`src/rtl/s298_scan_ctrl.sv`:
```
// Scan/capture/run sequencer that owns the s298 state register (pseudo-I/O G10..G23 / n19..n84).
// Define S298_SCAN_PARITY_EN to add the so_par scan-out parity output.
module s298_scan_ctrl #(
    parameter int STATE_W = 14,
    parameter int LEN_W   = 8
) (
    input  logic               CK,
    input  logic               RN,
    input  logic               cmd_valid,
    output logic               cmd_ready,
    input  logic [1:0]         cmd_op,
    input  logic [LEN_W-1:0]   cmd_len,
    input  logic               abort,
    input  logic               si,
    output logic               so,
    output logic [STATE_W-1:0] state_q,
    input  logic [STATE_W-1:0] next_d,
    output logic               busy,
`ifdef S298_SCAN_PARITY_EN
    output logic               done,
    output logic               so_par
`else
    output logic               done
`endif
);

    // One down-counter serves both the SHIFT length and the RUN length.
    localparam int SH_W  = $clog2(STATE_W + 1);
    localparam int CNT_W = (LEN_W > SH_W) ? LEN_W : SH_W;

    typedef enum logic [2:0] {
        ST_IDLE,
        ST_SHIFT,
        ST_CAPT,
        ST_RUN,
        ST_DONE
    } fsm_t;

    fsm_t               fsm_q, fsm_d;
    logic [CNT_W-1:0]   cnt_q, cnt_d;
    logic [STATE_W-1:0] state_d;
    logic               busy_q, busy_d;
    logic               done_q, done_d;
    logic               cmd_ready_q, cmd_ready_d;
`ifdef S298_SCAN_PARITY_EN
    logic               par_q, par_d;
`endif

    always_comb begin
        fsm_d   = fsm_q;
        cnt_d   = cnt_q;
        state_d = state_q;
`ifdef S298_SCAN_PARITY_EN
        par_d   = par_q;
`endif
        unique case (fsm_q)
            ST_IDLE: begin
                if (cmd_valid) begin
                    unique case (cmd_op)
                        2'b00: begin
                            fsm_d = ST_SHIFT;
                            cnt_d = CNT_W'(STATE_W);
`ifdef S298_SCAN_PARITY_EN
                            par_d = 1'b0;
`endif
                        end
                        2'b01: fsm_d = ST_CAPT;
                        2'b10: begin
                            fsm_d = (cmd_len == '0) ? ST_DONE : ST_RUN;
                            cnt_d = CNT_W'(cmd_len);
                        end
                        default: fsm_d = ST_DONE;
                    endcase
                end
            end
            ST_SHIFT: begin
                // An aborted cycle leaves the register untouched.
                if (abort) begin
                    fsm_d = ST_IDLE;
                end else begin
                    state_d = {si, state_q[STATE_W-1:1]};
`ifdef S298_SCAN_PARITY_EN
                    par_d   = par_q ^ state_q[0];
`endif
                    cnt_d   = cnt_q - 1'b1;
                    if (cnt_q == CNT_W'(1)) fsm_d = ST_DONE;
                end
            end
            ST_CAPT: begin
                if (abort) begin
                    fsm_d = ST_IDLE;
                end else begin
                    state_d = next_d;
                    fsm_d   = ST_DONE;
                end
            end
            ST_RUN: begin
                if (abort) begin
                    fsm_d = ST_IDLE;
                end else begin
                    state_d = next_d;
                    cnt_d   = cnt_q - 1'b1;
                    if (cnt_q == CNT_W'(1)) fsm_d = ST_DONE;
                end
            end
            ST_DONE: fsm_d = ST_IDLE;
            default: fsm_d = ST_IDLE;
        endcase

        // Outputs are registered from the next state so they line up with fsm_q.
        busy_d      = (fsm_d == ST_SHIFT) || (fsm_d == ST_CAPT) || (fsm_d == ST_RUN);
        cmd_ready_d = (fsm_d == ST_IDLE);
        done_d      = (fsm_q == ST_DONE);
    end

    always_ff @(posedge CK or negedge RN) begin
        if (!RN) begin
            fsm_q       <= ST_IDLE;
            cnt_q       <= '0;
            state_q     <= '0;
            busy_q      <= 1'b0;
            done_q      <= 1'b0;
            cmd_ready_q <= 1'b1;
`ifdef S298_SCAN_PARITY_EN
            par_q       <= 1'b0;
`endif
        end else begin
            fsm_q       <= fsm_d;
            cnt_q       <= cnt_d;
            state_q     <= state_d;
            busy_q      <= busy_d;
            done_q      <= done_d;
            cmd_ready_q <= cmd_ready_d;
`ifdef S298_SCAN_PARITY_EN
            par_q       <= par_d;
`endif
        end
    end

    assign so        = state_q[0];
    assign busy      = busy_q;
    assign done      = done_q;
    assign cmd_ready = cmd_ready_q;
`ifdef S298_SCAN_PARITY_EN
    assign so_par    = par_q;
`endif

endmodule

```
`config.mk`:
```
export PLATFORM = sky130hd
export DESIGN_NAME = s298_scan_ctrl
export DESIGN_NICKNAME = d
export VERILOG_FILES = /design/src/rtl/s298_scan_ctrl.sv
export SDC_FILE = /design/constraint.sdc
export NUM_CORES = 1
export LEC_CHECK = 0
export BUFFER_PORTS_ARGS = -buffer_cell sky130_fd_sc_hd__buf_2
export CORE_ASPECT_RATIO = 1.75
export CORE_MARGIN = 4
export CORE_UTILIZATION = 40
export DETAILED_ROUTE_END_ITERATION = 10
export PLACE_DENSITY = 0.68
export SLEW_MARGIN = 20
export SYNTH_ARGS = -nofsm -noshare
export SYNTH_HDL_FRONTEND = slang
export SYNTH_SLANG_ARGS = --single-unit
export TNS_END_PERCENT = 30
```
`constraint.sdc`:
```
create_clock -name CK -period 1.7 [get_ports CK]
set_input_delay 0.085 -clock CK [delete_from_list [all_inputs] [get_ports CK]]
set_output_delay 0.085 -clock CK [all_outputs]
set_load 0.02 [all_outputs]
```
==> run summary, run 1 <==
Status -> complete, no violations
Initial antenna violation count -> 0
Min-Delay Path Depth -> 3
Final setup violation count -> 0
Iter 0 DRT Violations -> 22
Synth Cell Area -> 0.001503 mm^2
Total inserted antenna cells -> 0
Seq cells post-synth -> 28
Worst-path fanout max -> 3
Fmax -> 594.2 MHz
Root buffer selected by CTS -> clkbuf_8
Cells after Synth -> 158
PwrDens -> 1513 mW/mm^2
Critical Path RT -> 1.86 ns
Wire per inst -> 13.67 um
Post-place setup slack -> 0.04188 ns
Fin crit period -> 1.683 ns
Tightest Pin Transition -> 0.6126 ns
Distinct cells, synth -> 36
Starting Density -> 41.41%
Arr. time, crit path -> 1.84 ns
Routed wire length -> 3472 um
Critical Path End Type -> flip-flop
Number of synthesized flops with an enable pin -> 0
Layout Cell Area excl Fill -> 0.001869 mm^2
Period utilization -> 99.00%
TritonCTS clock tree -> done
Fin nets -> 240
Hpwl dp -> 2736 um
First-pass GRT wire length -> 5547 um
# port buffers -> 46
Vias in the first global route -> 1280
Dominant cell type by area after synthesis -> dfrtp_1
R2R setup slack -> 0.02 ns
Area after DPL -> 0.001809 mm^2
Ys flop type -> dfrtp_1
Top cells by area, synth -> dfrtp_1 (45%), mux2i_1 (11%), o21ai_0 (9.3%), nand2_1 (4.2%), nor2_1 (2.2%)
Sequential fraction of the synthesis area -> 46.71%
Die X -> 54.33 um
Core ar. -> 0.003628 mm^2
Max Slew Vio Count -> 0
List of most frequent post-synthesis cells -> o21ai_0 (28), dfrtp_1 (27), nand2_1 (17), mux2i_1 (16), nor2_1 (9)
Clk pin slew, worst setup/hold paths -> 0.09 ns
Clk_lat worst skew -> 0.26 ns
Min Hold Slack -> 0.07264 ns
Final setup margin -> 0.01694 ns
Post-CTS setup buffer count -> 0
Avg Synthesized Cell Area -> 9.511 um^2
Number of CTS-inserted buffers -> 3
Row Count -> 29
Total GRT Usage -> 15.33%
R2R depth -> 4
Max-cap violations -> 0
Min-Delay Path Class -> in2reg
DRC viols -> 0
Crit Path Class -> reg2reg
H-tree depth -> 1
Final Skew -> 0.003308 ns
Drt first pass iters -> 4
Largest net degree at the start of global routing -> 30
Max-slew headroom -> 59.16%
Hold Fails Final Rpt -> 0
Total die area -> 0.004840 mm^2
RSZ-0062 raised after global routing -> yes
Cell leakage power -> 0.9518 nW
Crit start category -> flip-flop
Grt ovf -> 0
Via Count -> 1336
P&R area growth vs syn -> 24.40%
Post-synth top area share -> 44.96%
Core Util, Final -> 51.52%
CTS max path bufs -> 2
Setup_tns -> 0 ns
Vias per cell -> 5.260
Syn_nets -> 189
Routability Congestion -> 0.8702
Ports -> 47
Fraction of layout cells with a size suffix above 1 -> 29.33%
Die height -> 89.08 um
Asr flop ratio synth -> 100.0%
Sink Count -> 28
Antenna viol nets, final -> 0
Worst ir drop on vdd -> 0.0007163 V
Yosys warns -> 0
Top-count cell post-synth -> o21ai_0
## cell type report
type	instances	area [um^2]
clock buffers	4	45.04
multi-input cells	117	749.5
fillers	367	1759
inverters	4	15.01
well taps	46	57.56
repair buffers	55	300.3
flip-flops and latches	28	701.9
## per-stage QoR
stage               power (W)  cells
floorplan            0.002037    158
global placement     0.002471    249
detailed placement   0.002504    249
CTS                  0.002868    254
global route         0.003083    254
finish               0.002827    254
## routing by layer
layer	vias to the layer above	part of all wire (%)	track usage [%]
li1	667	-	-
met4	0	3.1	7.256
met1	609	40	17.11
met2	52	50	27.59
met5	-	0	0
met3	8	7.2	1.836
## cell usage in the layout (no fill, tap or decap), types with 3 or more instances in the layout
| cell | n |
|---|---|
| inv_1 | 4 |
| nand2b_1 | 4 |
| buf_2 | 46 |
| a21oi_1 | 5 |
| o21ai_0 | 28 |
| buf_4 | 8 |
| nor2b_1 | 3 |
| clkbuf_8 | 3 |
| nor2_1 | 9 |
| mux2i_1 | 16 |
| dfrtp_1 | 27 |
| nand2_1 | 17 |
| nand3_1 | 3 |
## path summary, 6_finish.rpt
kind	startpoint	to
max reg2reg	cnt_q[6]$_DFFE_PN0P_	fsm_q[2]$_DFF_PN0_
max in group asynchronous	RN	state_q[11]$_DFFE_PN0P_
min reg2reg	state_q[1]$_DFFE_PN0P_	state_q[1]$_DFFE_PN0P_
max	cnt_q[6]$_DFFE_PN0P_	fsm_q[2]$_DFF_PN0_
min	cmd_len[0]	cnt_q[0]$_DFFE_PN0P_
min in group asynchronous	RN	state_q[0]$_DFFE_PN0P_
## state kept, by name, summed over array words and instances, names as in the netlist
signal / cells
busy: 1
fsm_q: 3
cmd_ready: 1
cnt_q: 8
done: 1
state_q: 14
## timing repair
| action | 4_1_cts | 5_1_grt |
|---|---|---|
| endpoints found under the hold margin | 27 | 0 |
| setup endpoints to repair | 0 | 2 |
| gates resized for setup | 0 | 1 |
| hold buffers | 1 | 0 |
## worst max-delay path, cell delays in order, from the launching register on
cell and delay, ns:
dfrtp_1 0.40, or4_4 0.55, nor4b_4 0.26, mux2i_1 0.11
o32ai_1 0.26
## cells by family after synthesis
logic type / synth area share [%]
DFF: 46.71
muxes: 10.66
buffers and inverters: 3.747
adders and majority gates: 1.665
AOI/OAI and AO/OA: 17.40
and+or+nand+nor: 19.82
## where the power goes
group          leakage (nW)  internal [W]  switching (W)  total, W
Combinational         0.573      0.000532       0.000783   0.00132
Clock                0.0228      0.000167       0.000189  0.000356
Sequential            0.356      0.000937       0.000219   0.00116
Note: power is estimated with default switching activity, not from simulation.
==> run 2: changes to the inputs <==
ABC_AREA = 1   (was not set)
CORE_MARGIN = 2   (was 4)
CORE_UTILIZATION = 47   (was 40)
PLACE_DENSITY = 0.76   (was 0.68)
==> run 2 against run 1 <==
  * Cell count up 16%
  * Clock skew fell by 0.0018 ns
  * Critical path depth is the same
  * First-iteration DRC count is 55% higher
  * Critical path type unchanged
  * Critical endpoint is now state_q[12]$_DFFE_PN0P_
  * Largest cell class unchanged
==> run summary, run 2 <==
Final Skew -> 0.001548 ns (-0.001761 ns)
RSZ-0062 raised after global routing -> no
Crit start category -> flip-flop
Vias in the first global route -> 1481 (+16%)
TritonCTS clock tree -> done
Critical Path RT -> 1.86 ns (about the same)
Net Sw Power -> 0.001500 W (+26%)
H-tree depth -> 1 (unchanged)
Clk pwr share -> 12.1% (-0.5 points)
CTS max path bufs -> 2 (unchanged)
Hold Fails Final Rpt -> 0 (unchanged)
Inst Count DP -> 289 (+16%)
Period utilization -> 83.26% (-16 points)
Initial antenna violation count -> 0 (unchanged)
Most flop-heavy register -> state_q
Crit Path Class -> reg2reg
Core ar. -> 0.003398 mm^2 (-6.3%)
Routed wire length -> 3709 um (+6.8%)
Gate power share -> 52.1% (+5.6 points)
Ports -> 47 (unchanged)
Worst ir drop on vdd -> 0.0007364 V (+2.8%)
Number of CTS-inserted buffers -> 3 (unchanged)
# port buffers -> 46 (unchanged)
Ys flop type -> dfrtp_1
Sequential fraction of the synthesis area -> 42.09% (-4.6 points)
Leading cell type in the layout, fill and taps excluded -> nand2_1
Total die area -> 0.004060 mm^2 (-16%)
Largest net degree at the start of global routing -> 29 (-3.3%)
Final setup violation count -> 0 (unchanged)
Int Power -> 0.001899 W (+16%)
Critical Path End Type -> flip-flop
Fin crit period -> 1.415 ns (-0.2676 ns)
Die height -> 82.81 um (-7.0%)
Hpwl dp -> 2919 um (+6.7%)
Syn_nets -> 233 (+23%)
DRC viols -> 0 (unchanged)
Drt first pass iters -> 4 (unchanged)
Sink Count -> 28 (unchanged)
Via Count -> 1496 (+12%)
Grt ovf -> 0 (unchanged)
Dominant cell type by area after synthesis -> dfrtp_1
Min-Delay Path Class -> in2reg
Max Slew Vio Count -> 0 (unchanged)
Cell leakage power -> 1.103 nW (+16%)
Arr. time, crit path -> 1.58 ns (-0.26 ns)
Total inserted antenna cells -> 0 (unchanged)
Yosys warns -> 0 (unchanged)
Fmax -> 706.5 MHz (+19%)
Top cells by area, synth -> dfrtp_1 (41%), nand2_1 (14%), mux2_4 (8.1%), nor2_1 (6.1%), nand3_1 (5.4%)
Vias per cell -> 5.088 (-3.3%)
Die X -> 49.03 um (-9.8%)
Switch share -> 44.14% (+2.0 points)
Setup crit start -> fsm_q[1]$_DFF_PN0_
Max-cap violations -> 0 (unchanged)
Cells after Synth -> 202 (+28%)
Distinct cells, synth -> 31 (-14%)
Number of synthesized flops with an enable pin -> 0 (unchanged)
Iter 0 DRT Violations -> 34 (+55%)
PwrDens -> 1706 mW/mm^2 (+13%)
Synth Cell Area -> 0.001668 mm^2 (+11%)
Post-CTS setup buffer count -> 0 (unchanged)
Tightest Pin Transition -> 0.6354 ns (+0.02280 ns)
Worst R2R Start -> fsm_q[1]$_DFF_PN0_
Row Count -> 28 (-3.4%)
Post-synth top area share -> 40.51% (-4.5 points)
Avg Synthesized Cell Area -> 8.257 um^2 (-13%)
Seq cells post-synth -> 28 (unchanged)
Antenna viol nets, final -> 0 (unchanged)
Max FFs per register -> 14 (unchanged)
Top-count cell post-synth -> nand2_1
Most frequent cells in the layout -> nand2_1 (61), buf_2 (46), nor2_1 (27), dfrtp_1 (27), nand3_1 (18)
Total GRT Usage -> 19.66% (+4.3 points)
Routability Congestion -> 0.8759 (+0.66%)
Setup_tns -> 0 ns (unchanged)
Asr flop ratio synth -> 100.0% (unchanged)
List of most frequent post-synthesis cells -> nand2_1 (61), dfrtp_1 (27), nor2_1 (27), nand3_1 (18), inv_1 (14)
First-pass GRT wire length -> 6423 um (+16%)
Min-delay src -> cmd_len[2]
Fin cells -> 294 (+16%)
Post-place setup slack -> 0.2941 ns (+0.2522 ns)
Root buffer selected by CTS -> clkbuf_8
Max-slew headroom -> 57.64% (-1.5 points)
Fin nets -> 281 (+17%)
P&R area growth vs syn -> 19.43%
Fraction of layout cells with a size suffix above 1 -> 31.73% (+2.4 points)
Final setup margin -> 0.2846 ns (+0.2676 ns)
Starting Density -> 49.08% (+7.7 points)
Largest regs -> state_q (14), cnt_q (8), fsm_q (3)
Clk_lat worst skew -> 0.27 ns (about the same)
Sequential share of power -> 35.8% (-5.1 points)
Wire per inst -> 12.62 um (-7.7%)
Worst-path fanout max -> 15 (+12)
Clk pin slew, worst setup/hold paths -> 0.09 ns (about the same)
Status -> complete, no violations
==> run 2: cell count changes in the layout (fill, tap and decap cells not counted), sizes merged, moves of 4 or more <==
cell / change
nand2: +46
nand2b: -4
mux2i: -16
mux2: +14
nand3: +16
o21ai: -17
buf: -6
nor2: +22
inv: +12
==> run 2: metrics by stage <==
| stage | util [%] | hold slack (ns) | total power [W] | cell area, um^2 |
|---|---|---|---|---|
| floorplan | - | -0.2106 | 0.002545 | 1668 |
| CTS | 58.62 | 0.08970 | 0.003432 | 1992 |
| global placement | 56.70 | 0.1453 | 0.002949 | 1927 |
| global route | 58.62 | 0.09560 | 0.003672 | 1992 |
| finish | 58.62 | 0.09303 | 0.003399 | 1992 |
| detailed placement | 56.70 | 0.1457 | 0.003012 | 1927 |
==> run 2: logic make-up (layout without fill, tap and decap cells) <==
logic type               after synthesis  in the layout  share of synthesized area (%)
XOR/XNOR                               2              2                          1.050
buffers and inverters                 22             69                          6.152
flip-flops                            28             28                          42.09
multiplexers                          14             14                          11.48
adder cells (fa/ha/maj)                2              2                          1.500
AND/OR/NAND/NOR                      115            115                          30.08
AO/OA/AOI/OAI                         19             19                          7.652
==> run 2: path summary, 6_finish.rpt <==
check	end	slack, ns	depth (start not counted)
worst max-delay path	state_q[12]$_DFFE_PN0P_	0.28	4
worst max register to register	state_q[12]$_DFFE_PN0P_	0.28	4
min in group asynchronous	state_q[9]$_DFFE_PN0P_	0.36	2
worst min-delay path	cnt_q[2]$_DFFE_PN0P_	0.09	3
max in group asynchronous	cnt_q[4]$_DFFE_PN0P_	0.93	2
worst min register to register	cnt_q[4]$_DFFE_PN0P_	0.52	2
==> run 2: timing repair <==
action                                  4_1_cts  5_1_grt
endpoints found under the setup margin        0        0
hold buffers                                  1        0
resized for setup                             0        0
hold endpoints to repair                     27        0
==> run 2: critical path, cell delays in order, from the launching register on <==
cell and delay [ns]:
dfrtp_1 0.48, nor2_4 0.20, nor2_4 0.05, nand2_4 0.21
mux2_2 0.37
==> run 2: per-layer routing <==
layer	wire (um)	track usage [%]	vias up
met5	0	0	-
met4	62	7.013	0
met3	121	1.259	6
met2	2037	38.23	45
met1	1487	21.55	706
li1	-	-	739
==> run 2: cell type report <==
| class | count | area [um^2] |
|---|---|---|
| fill | 330 | 1406 |
| multi-input combinational | 152 | 863.3 |
| sequential | 28 | 701.9 |
| timing repair buffer | 49 | 255.2 |
| inverter | 16 | 60.06 |
| tap | 45 | 56.30 |
| clock buffer | 4 | 55.05 |
==> run 2: power groups by stage <==
stage                     Combinational, W  Sequential, W  Clock, W
final                              0.00177        0.00122  0.000411
after global routing               0.00197        0.00125  0.000452
after CTS                          0.00179        0.00122  0.000426
after detailed placement           0.00178        0.00123         0
after global placement             0.00174        0.00121         0
after floorplan                    0.00116        0.00139         0
